<file path="src/rtl/synth_bus_arbiter.sv">
// synth_bus_arbiter: shares the synth engine parameter bus between the CPU slave
// port (waitrequest handshake) and the MIDI/sysex decoder, and holds the common
// per-part MIDI channel/omni registers.
// Optional build macro SYNTH_ARB_FAIR_EN: bounds CPU starvation to STARVE_MAX
// consecutive decoder grants. Undefined: strict decoder priority.
//
// state    | meaning
// ---------+-----------------------------------------------------------
// IDLE     | arbitrate, latch owner/target/address/data, issue strobe
// ACCESS   | engine strobe cycle; com/unmapped accesses resolve here
// RD_WAIT  | engine read latency, data captured on the last wait cycle
// DONE     | one-cycle completion (dec_ack or cpu_waitrequest low)
module synth_bus_arbiter #(
    parameter int PARTS      = 4,
    parameter int READ_LAT   = 1,
    parameter int STARVE_MAX = 8
) (
    input  logic                 reg_clk,
    input  logic                 reset_reg_n,
    input  logic                 cpu_cs,
    input  logic                 cpu_read,
    input  logic                 cpu_write,
    input  logic [9:0]           cpu_address,
    input  logic [7:0]           cpu_wdata,
    output logic [7:0]           cpu_rdata,
    output logic                 cpu_waitrequest,
    input  logic                 dec_req,
    input  logic                 dec_rw,
    input  logic [4:0]           dec_sel,
    input  logic [6:0]           dec_addr,
    input  logic [7:0]           dec_wdata,
    output logic                 dec_ack,
    output logic [7:0]           dec_rdata,
    output logic [3:0]           eng_sel,
    output logic [6:0]           eng_adr,
    output logic                 eng_write,
    output logic                 eng_read,
    output logic [7:0]           eng_wdata,
    input  logic [7:0]           eng_rdata,
    output logic [4*PARTS-1:0]   part_midi_ch,
    output logic [PARTS-1:0]     part_omni
);

    localparam int WCW = (READ_LAT > 1) ? $clog2(READ_LAT) : 1;

    if (READ_LAT < 1 || READ_LAT > 7) begin : g_bad_lat
        $error("READ_LAT out of range");
    end
    if (STARVE_MAX < 1 || PARTS < 1 || PARTS > 16) begin : g_bad_cfg
        $error("STARVE_MAX/PARTS out of range");
    end

    typedef enum logic [1:0] {S_IDLE, S_ACCESS, S_RD_WAIT, S_DONE} state_t;

    state_t           state;
    logic             owner_dec;
    logic             acc_write;
    logic             acc_com;
    logic [WCW-1:0]   wait_cnt;

    logic             cpu_req;
    logic             grant_cpu;
    logic             grant_dec;
    logic             nx_write;
    logic             nx_com;
    logic [3:0]       nx_eng;
    logic [6:0]       nx_adr;
    logic [7:0]       nx_wdata;
    logic [7:0]       com_rd;

`ifdef SYNTH_ARB_FAIR_EN
    localparam int SCW = $clog2(STARVE_MAX + 1);
    logic [SCW-1:0]   starve_left;
`endif

    // Arbitration and decode of the winning master's request into a bus access
    always_comb begin
        cpu_req = cpu_cs & (cpu_read | cpu_write);
`ifdef SYNTH_ARB_FAIR_EN
        grant_cpu = cpu_req & (~dec_req | (starve_left == '0));
`else
        grant_cpu = cpu_req & ~dec_req;
`endif
        grant_dec = dec_req & ~grant_cpu;
        nx_eng    = '0;
        nx_com    = 1'b0;
        nx_write  = ~cpu_read;
        nx_adr    = cpu_address[6:0];
        nx_wdata  = cpu_wdata;
        if (grant_dec) begin
            nx_write = dec_rw;
            nx_adr   = dec_addr;
            nx_wdata = dec_wdata;
            case (dec_sel)
                5'b00001: nx_eng = 4'b0001;
                5'b00010: nx_eng = 4'b0010;
                5'b00100: nx_eng = 4'b0100;
                5'b01000: nx_eng = 4'b1000;
                5'b10000: nx_com = 1'b1;
                default:  nx_eng = 4'b0000;
            endcase
        end else begin
            case (cpu_address[9:7])
                3'd0:    nx_eng = 4'b0001;
                3'd1:    nx_eng = 4'b0010;
                3'd2:    nx_eng = 4'b0100;
                3'd3:    nx_eng = 4'b1000;
                3'd5:    nx_com = 1'b1;
                default: nx_eng = 4'b0000;
            endcase
        end
    end

    // Common-register read mux; out-of-range part addresses and unmapped targets read 0
    always_comb begin
        com_rd = '0;
        if (acc_com) begin
            for (int p = 0; p < PARTS; p++) begin
                if (eng_adr == 7'(p)) begin
                    com_rd = {3'b000, part_omni[p], part_midi_ch[4*p +: 4]};
                end
            end
        end
    end

    // Sequencer: eng_adr/eng_wdata double as the latched access address and data
    always_ff @(posedge reg_clk) begin
        if (!reset_reg_n) begin
            state           <= S_IDLE;
            owner_dec       <= 1'b0;
            acc_write       <= 1'b0;
            acc_com         <= 1'b0;
            wait_cnt        <= '0;
            eng_sel         <= '0;
            eng_adr         <= '0;
            eng_wdata       <= '0;
            eng_write       <= 1'b0;
            eng_read        <= 1'b0;
            cpu_rdata       <= '0;
            dec_rdata       <= '0;
            dec_ack         <= 1'b0;
            cpu_waitrequest <= 1'b1;
            part_omni       <= '0;
            for (int p = 0; p < PARTS; p++) begin
                part_midi_ch[4*p +: 4] <= 4'(p % 16);
            end
`ifdef SYNTH_ARB_FAIR_EN
            starve_left     <= SCW'(STARVE_MAX);
`endif
        end else begin
            eng_write       <= 1'b0;
            eng_read        <= 1'b0;
            dec_ack         <= 1'b0;
            cpu_waitrequest <= 1'b1;
            case (state)
                S_IDLE: begin
                    if (grant_dec || grant_cpu) begin
                        state     <= S_ACCESS;
                        owner_dec <= grant_dec;
                        acc_write <= nx_write;
                        acc_com   <= nx_com;
                        eng_sel   <= nx_eng;
                        eng_adr   <= nx_adr;
                        eng_wdata <= nx_wdata;
                        eng_write <= nx_write & (|nx_eng);
                        eng_read  <= ~nx_write & (|nx_eng);
`ifdef SYNTH_ARB_FAIR_EN
                        if (grant_cpu) begin
                            starve_left <= SCW'(STARVE_MAX);
                        end else if (cpu_req && starve_left != '0) begin
                            starve_left <= starve_left - 1'b1;
                        end
`endif
                    end
                end
                S_ACCESS: begin
                    if (!acc_write && (|eng_sel)) begin
                        wait_cnt <= WCW'(READ_LAT - 1);
                        state    <= S_RD_WAIT;
                    end else begin
                        if (acc_com && acc_write) begin
                            for (int p = 0; p < PARTS; p++) begin
                                if (eng_adr == 7'(p)) begin
                                    part_omni[p]           <= eng_wdata[4];
                                    part_midi_ch[4*p +: 4] <= eng_wdata[3:0];
                                end
                            end
                        end
                        if (!acc_write) begin
                            if (owner_dec) dec_rdata <= com_rd;
                            else           cpu_rdata <= com_rd;
                        end
                        if (owner_dec) dec_ack         <= 1'b1;
                        else           cpu_waitrequest <= 1'b0;
                        state <= S_DONE;
                    end
                end
                S_RD_WAIT: begin
                    if (wait_cnt == '0) begin
                        if (owner_dec) begin
                            dec_rdata <= eng_rdata;
                            dec_ack   <= 1'b1;
                        end else begin
                            cpu_rdata       <= eng_rdata;
                            cpu_waitrequest <= 1'b0;
                        end
                        state <= S_DONE;
                    end else begin
                        wait_cnt <= wait_cnt - 1'b1;
                    end
                end
                default: begin
                    state <= S_IDLE;
                end
            endcase
        end
    end

endmodule

</file>
<file path="config.mk">
export PLATFORM = sky130hd
export DESIGN_NAME = synth_bus_arbiter
export DESIGN_NICKNAME = d
export VERILOG_FILES = /design/src/rtl/synth_bus_arbiter.sv
export SDC_FILE = /design/constraint.sdc
export NUM_CORES = 1
export LEC_CHECK = 0
export CORE_UTILIZATION = 40
export CTS_CLUSTER_DIAMETER = 120
export DETAILED_ROUTE_END_ITERATION = 7
export PLACE_DENSITY = 0.86
export SLEW_MARGIN = 25
export SYNTH_ARGS = -nofsm -noshare
export SYNTH_HDL_FRONTEND = slang
export SYNTH_SLANG_ARGS = --single-unit
</file>
<file path="constraint.sdc">
create_clock -name reg_clk -period 1.7 [get_ports reg_clk]
set_input_delay 0.34 -clock reg_clk [delete_from_list [all_inputs] [get_ports reg_clk]]
set_output_delay 0.34 -clock reg_clk [all_outputs]
set_load 0.02 [all_outputs]
</file>
# Word level (Yosys, flattened, before mapping)
# Cells that the tools add are included.
[totals]
input_bits = 53
regBits = 65
wordCells = 117
out_inout_bits = 59
[op_classes]
reduce_logical = 20
bitwise = 11
mux = 40
addsub = 1
n_eq_ne = 23
[op_table]
columns = ["operator", "count"]
rows = [
  ["2-to-1 mux 8 bit", 15],
  ["one-hot mux 4 bit (4 select lines)", 2],
  ["one-hot mux 8 bit (2 select lines)", 2],
  ["inequality test 2 bit (second input constant)", 9],
  ["AND reduction 4 bit", 4],
  ["== test 7 x 2 -> 1 bit (second input constant)", 2],
  ["2-to-1 mux 1 bit", 12],
  ["AND reduction 6 bit", 2],
  ["OR reduction 4 bit", 2],
  ["== test 7 x 1 -> 1 bit (second input constant)", 1],
  ["logical NOT 7 bit", 1],
  ["2-to-1 mux 7 bit", 1],
  ["== test 3 x 2 -> 1 bit (second input constant)", 2],
  ["one-hot mux 1 bit (2 select lines)", 3],
  ["one-hot mux 2 bit (3 select lines)", 1],
  ["AND reduction 2 bit", 3],
  ["bitwise AND 1 bit", 5],
  ["== test 5 x 1 -> 1 bit (second input constant)", 1],
  ["== test 5 x 2 -> 1 bit (second input constant)", 1],
  ["== test 5 x 3 -> 1 bit (second input constant)", 1],
  ["== test 5 x 4 -> 1 bit (second input constant)", 1],
  ["== test 5 bit (second input constant)", 1],
  ["2-to-1 mux 5 bit", 1],
  ["inverter 1 bit", 5],
  ["other kinds (15)", 17],
]

# Depth between registers and ports, before layout
[depth]
word_depth = 10
depth_mapped = 7

# Worst setup path before layout
# OpenSTA, ideal clock, no wires.
[synth_path]
path_kind = "reg-to-reg"
start = "reg eng_adr[2]"
end = "reg part_midi_ch[4]"
slack_ns = -0.279
arrival_ns = 1.849
path_stages_with_launch = 7
setup_time_ns = 0.130
path_buffers = 2
synth_period_minus_slack_ns = 1.979
t_required_ns = 1.570
path_cell_list = "dfxtp_1 or4_4 buf_6 or4_4 buf_6 mux2i_1 nand2_1"
[synth_via]
elab_chain_len = 2
[synth_lines]
columns = ["item", "line", "rtl"]
rows = [
  ["start: declaration", "35", "output logic [6:0] eng_adr,"],
  ["start signal: assignment", "163", "eng_adr <= nx_adr;"],
  ["== test 7 x 1 -> 1 bit", "183", "if (eng_adr == 7'(p)) begin"],
  ["AND reduction 4 bit (no line)", "--", ""],
  ["end signal: indexed assignment", "145", "part_midi_ch[4*p +: 4] <= 4'(p % 16);"],
  ["end signal: indexed assignment", "185", "part_midi_ch[4*p +: 4] <= eng_wdata[3:0];"],
  ["end: declaration", "40", "output logic [4*PARTS-1:0] part_midi_ch,"],
]
# Every way passes these cells.
# A chain may end at the register's enable or synchronous reset.

# Final worst setup path
[layout_path]
start = "reg eng_adr[2]"
end = "reg cpu_rdata[2]"
[layout_via]
elab_chain_len = 10
[layout_lines]
columns = ["item", "line", "rtl"]
rows = [
  ["logical NOT 7 bit", "119", "if (eng_adr == 7'(p)) begin"],
  ["2-to-1 mux 5 bit", "119", ""],
  ["2-to-1 mux 8 bit (2 in series)", "119", ""],
  ["2-to-1 mux 8 bit *", "119", ""],
  ["2-to-1 mux 8 bit *", "117", "if (acc_com) begin"],
  ["2-to-1 mux 8 bit *", "190", "if (owner_dec) dec_rdata <= com_rd;"],
  ["2-to-1 mux 8 bit *", "189", "if (!acc_write) begin"],
  ["2-to-1 mux 8 bit *", "177", "if (!acc_write && (|eng_sel)) begin"],
  ["one-hot mux 8 bit (2 select lines) *", "155", "case (state)"],
  ["end signal: assignment", "191", "else cpu_rdata <= com_rd;"],
  ["end signal: assignment", "204", "cpu_rdata <= eng_rdata;"],
  ["end: declaration", "25", "output logic [7:0] cpu_rdata,"],
]
# Every way passes the cells marked *; elsewhere a longest branch is shown, timed or not. The select of a mux whose other input is x is not followed.

==> impl_results.md <==
- CP Class: flip-flop to flip-flop
- Synth Area in Compound Gates: 17.1%
- R2r startpoint: eng_adr[2]$_SDFFE_PN0P_
- Reg2reg setup slack: -0.13 ns
- Net Sw Power: 2.42 mW
- Logic pwr share: 48.6%
- Num CTS Buffers: 9
- Met3 routed WL: 586 um
- CTS Buffer Depth: 2
- Layout Utilization: 66.2%
- Layout cells sized above 1: 18.6%
- Pleak: 2.06 nW
- Final setup vio count: 27
- Post-synth EDFFs: 0
- Placer Congestion: 0.877
- Met2 wire length: 4320 um
- Worst slew pin tran: 0.350 ns
- Initial Utilization: 41.3%
- R2R depth: 5
- VDD IR max: 630 uV
- # port buffers: 111
- Worst Hold Path EP: dec_rdata[1]$_SDFFE_PN0P_
- Pwr dens: 1290 nW/um2
- Post-route ant nets: 0
- Synthesized instance count: 325
- Top-area cell type share of the netlist area: 42.8%
- Hold_sp: dec_rdata[1]$_SDFFE_PN0P_
- Iteration-0 DRC Markers: 183
- RSZ-0062 raised after global routing: true
- Max FO, Critical Path: 10
- Total of max-cap violations: 0
- Area leader, netlist: dfxtp_1
- Post-Synth XOR/XNOR Area: 0.292%
- Clock-pin slew on the worst setup and hold paths: 0.07 ns
- Crit end category: flip-flop
- Syn Area/Cell: 9.22 um2
- Core area: 7250 um2
- Distinct cell type count after synthesis: 41
- Syn_nets: 382
- Largest family of logic cells by synthesized area: simple AND/OR/NAND/NOR gates
- Area grow syn2layout: 60.4%
- Later-pin clock latency in the skew report: 0.35 ns
- Relative slew margins: 76.6%
- Die Y: 88.5 um
- Top post-synthesis cells by area: dfxtp_1 (43%), mux2i_1 (13%), nor2_1 (6.6%), a211oi_1 (5.0%), nand2_1 (2.3%)
- DP HPWL: 6490 um
- WL final: 8810 um
- Max Used Layer: met4
- Total power: 6.18 mW
- Switching Fraction: 39.2%
- Adder-Cell Fraction of Synth Area: 1.67%
- Worst Hold Depth: 2
- Final WS setup: -0.129 ns
- Slew Limit Fails: 0
- Initial antenna violation count: 0
- Status: finished, violations left
- IO Count: 112
- DIE AREA: 7840 um2
- Synth Area in Simple Gates: 18.5%
- Hold Crit Class: flip-flop to flip-flop
- Largest net degree at the start of global routing: 30
- CTS Hold Buffers Added: 0
- Wire per inst: 15.4 um
- Fmax: 0.547 GHz
- CP Data Required Time: 1.96 ns
- Critical path arrival: 2.09 ns
- Violated checks: negative setup slack
- Cell Area, Synth: 3000 um2
- Flop pwr share: 32.9%
- Total gr overflow: 0
- Commonest cells after routing, fill and taps aside: clkdlybuf4s50_1 (87), dfxtp_1 (59), nor2_1 (52)
- Row cnt: 31
- FF+latch count, synth: 64
- R2R Path End: cpu_rdata[2]$_SDFFE_PN0P_
- Routed vias/inst: 5.46
- M1 wire length: 3710 um
- Commonest non-fill, non-tap cell in the layout: clkdlybuf4s50_1
- FFs w/ async S/R, synth: 0%
- Nets: 525
- N_diodes: 0
- Sequential-to-total area share from yosys stat: 42.8%
- Vias: 3,123
- Setup Skew: 0.0141 ns
- GRT Total Usage: 22.3%
- Critical Path Start Type: flip-flop
- Root buf cell: clkbuf_8
- Synth warn: 0
- Tmin final: 1.83 ns
- DR pass1 iterations: 6
- P_int: 3.75 mW
- Global-route wire length before repair: 13,400 um
- DRC Markers: 0
- CTS tree: built
- Number of global-route vias before repair: 2,909
- Primary FF master, synth: dfxtp_1
- Clock sink count: 64
- Hold Fails Final Rpt: 0
- Final period util: 108%
- Clock share of power: 18.5%
- Fillers: 575
- Die Width: 88.5 um
- H-tree depth: 3
- Post-synthesis mux area share: 14.9%
## cell usage after synthesis, types with 6 or more instances
cell,number
o41ai_1,6
inv_1,7
nand4_1,7
nand3_1,7
dfxtp_1,64
a211oi_1,20
o21ai_0,10
nand2_1,18
a21oi_1,12
mux2i_1,40
clkbuf_1,15
nor2_1,53
o22ai_1,6
## cell type report
type,instances,area [um2],area share (%)
Timing Repair Buffer,156,1490,30.9
Multi-Input combinational cell,230,1710,35.6
Tap cell,99,124,2.58
Clock buffer,13,149,3.10
Clock inverter,3,16.3,0.339
Sequential cell,64,1290,26.9
Inverter,7,26.3,0.547
## state kept, by name, summed over array words and instances (netlist names), 2 cells and up
name          count
cpu_rdata         8
eng_sel           4
part_omni         4
part_midi_ch     16
dec_rdata         8
state             2
eng_wdata         8
eng_adr           7
## per-stage QoR
stage / worst slack, ns / cells / TNS (ns) / area (um2) / hold slack (ns)
after floorplan: -0.183 / 325 / -3.51 / 3030 / 0.508
after global placement: -0.107 / 555 / -2.50 / 4510 / 0.467
after detailed placement: -0.166 / 555 / -4.82 / 4510 / 0.465
after CTS: -0.132 / 572 / -1.60 / 4700 / 0.473
after global routing: -0.176 / 572 / -3.12 / 4800 / 0.499
final: -0.129 / 572 / -1.75 / 4800 / 0.474
## how the worst max path moves through the flow
stage | startpoint | endpoint | slack [ns] | cells after the start
after floorplan | eng_adr[3]$_SDFFE_PN0P_ | part_midi_ch[4]$_SDFFE_PN1P_ | -0.18 | 6
after global placement | cpu_read | eng_wdata[0]$_SDFFE_PN0P_ | -0.11 | 7
after detailed placement | eng_adr[3]$_SDFFE_PN0P_ | cpu_rdata[2]$_SDFFE_PN0P_ | -0.17 | 5
after CTS | eng_adr[2]$_SDFFE_PN0P_ | cpu_rdata[2]$_SDFFE_PN0P_ | -0.13 | 5
after global routing | eng_adr[2]$_SDFFE_PN0P_ | dec_rdata[0]$_SDFFE_PN0P_ | -0.18 | 5
final | eng_adr[2]$_SDFFE_PN0P_ | cpu_rdata[2]$_SDFFE_PN0P_ | -0.13 | 5
## power by group through the flow
stage	Sequential, mW	Clock, mW	Combinational, mW
after floorplan	2.26	0	1.29
after global placement	2.03	0	2.73
after detailed placement	2.05	0	2.83
after CTS	2.03	1.15	2.85
after global routing	2.07	1.22	3.23
final	2.03	1.14	3.00
## layer usage
metal / vias to the layer above / track usage [%]
li1: 1488 / -
met1: 1458 / 27.7
met2: 155 / 37.7
met3: 22 / 5.60
met4: 0 / 7.92
met5: - / 0
## cell families (layout without fill, tap and decap cells)
group,count (synthesis),in the layout
compound gates,73,73
xor+xnor,1,1
fa+ha+maj,4,4
buf+inv,31,179
flops,64,64
mux,42,42
simple gates,110,110
## critical path, cell delays in order, from the launching register on
cell and delay [ns]:
dfxtp_4 0.34, or4_4 0.59, buf_6 0.19, o41ai_2 0.35
o2bb2ai_2 0.09, o22ai_1 0.19
## timing repair
action	CTS	global route
pin swaps	14	9
hold endpoints to repair	0	0
gates resized for setup	25	23
setup buffers	1	0
setup endpoints to repair	46	40
(Power assumes the default switching activity.)
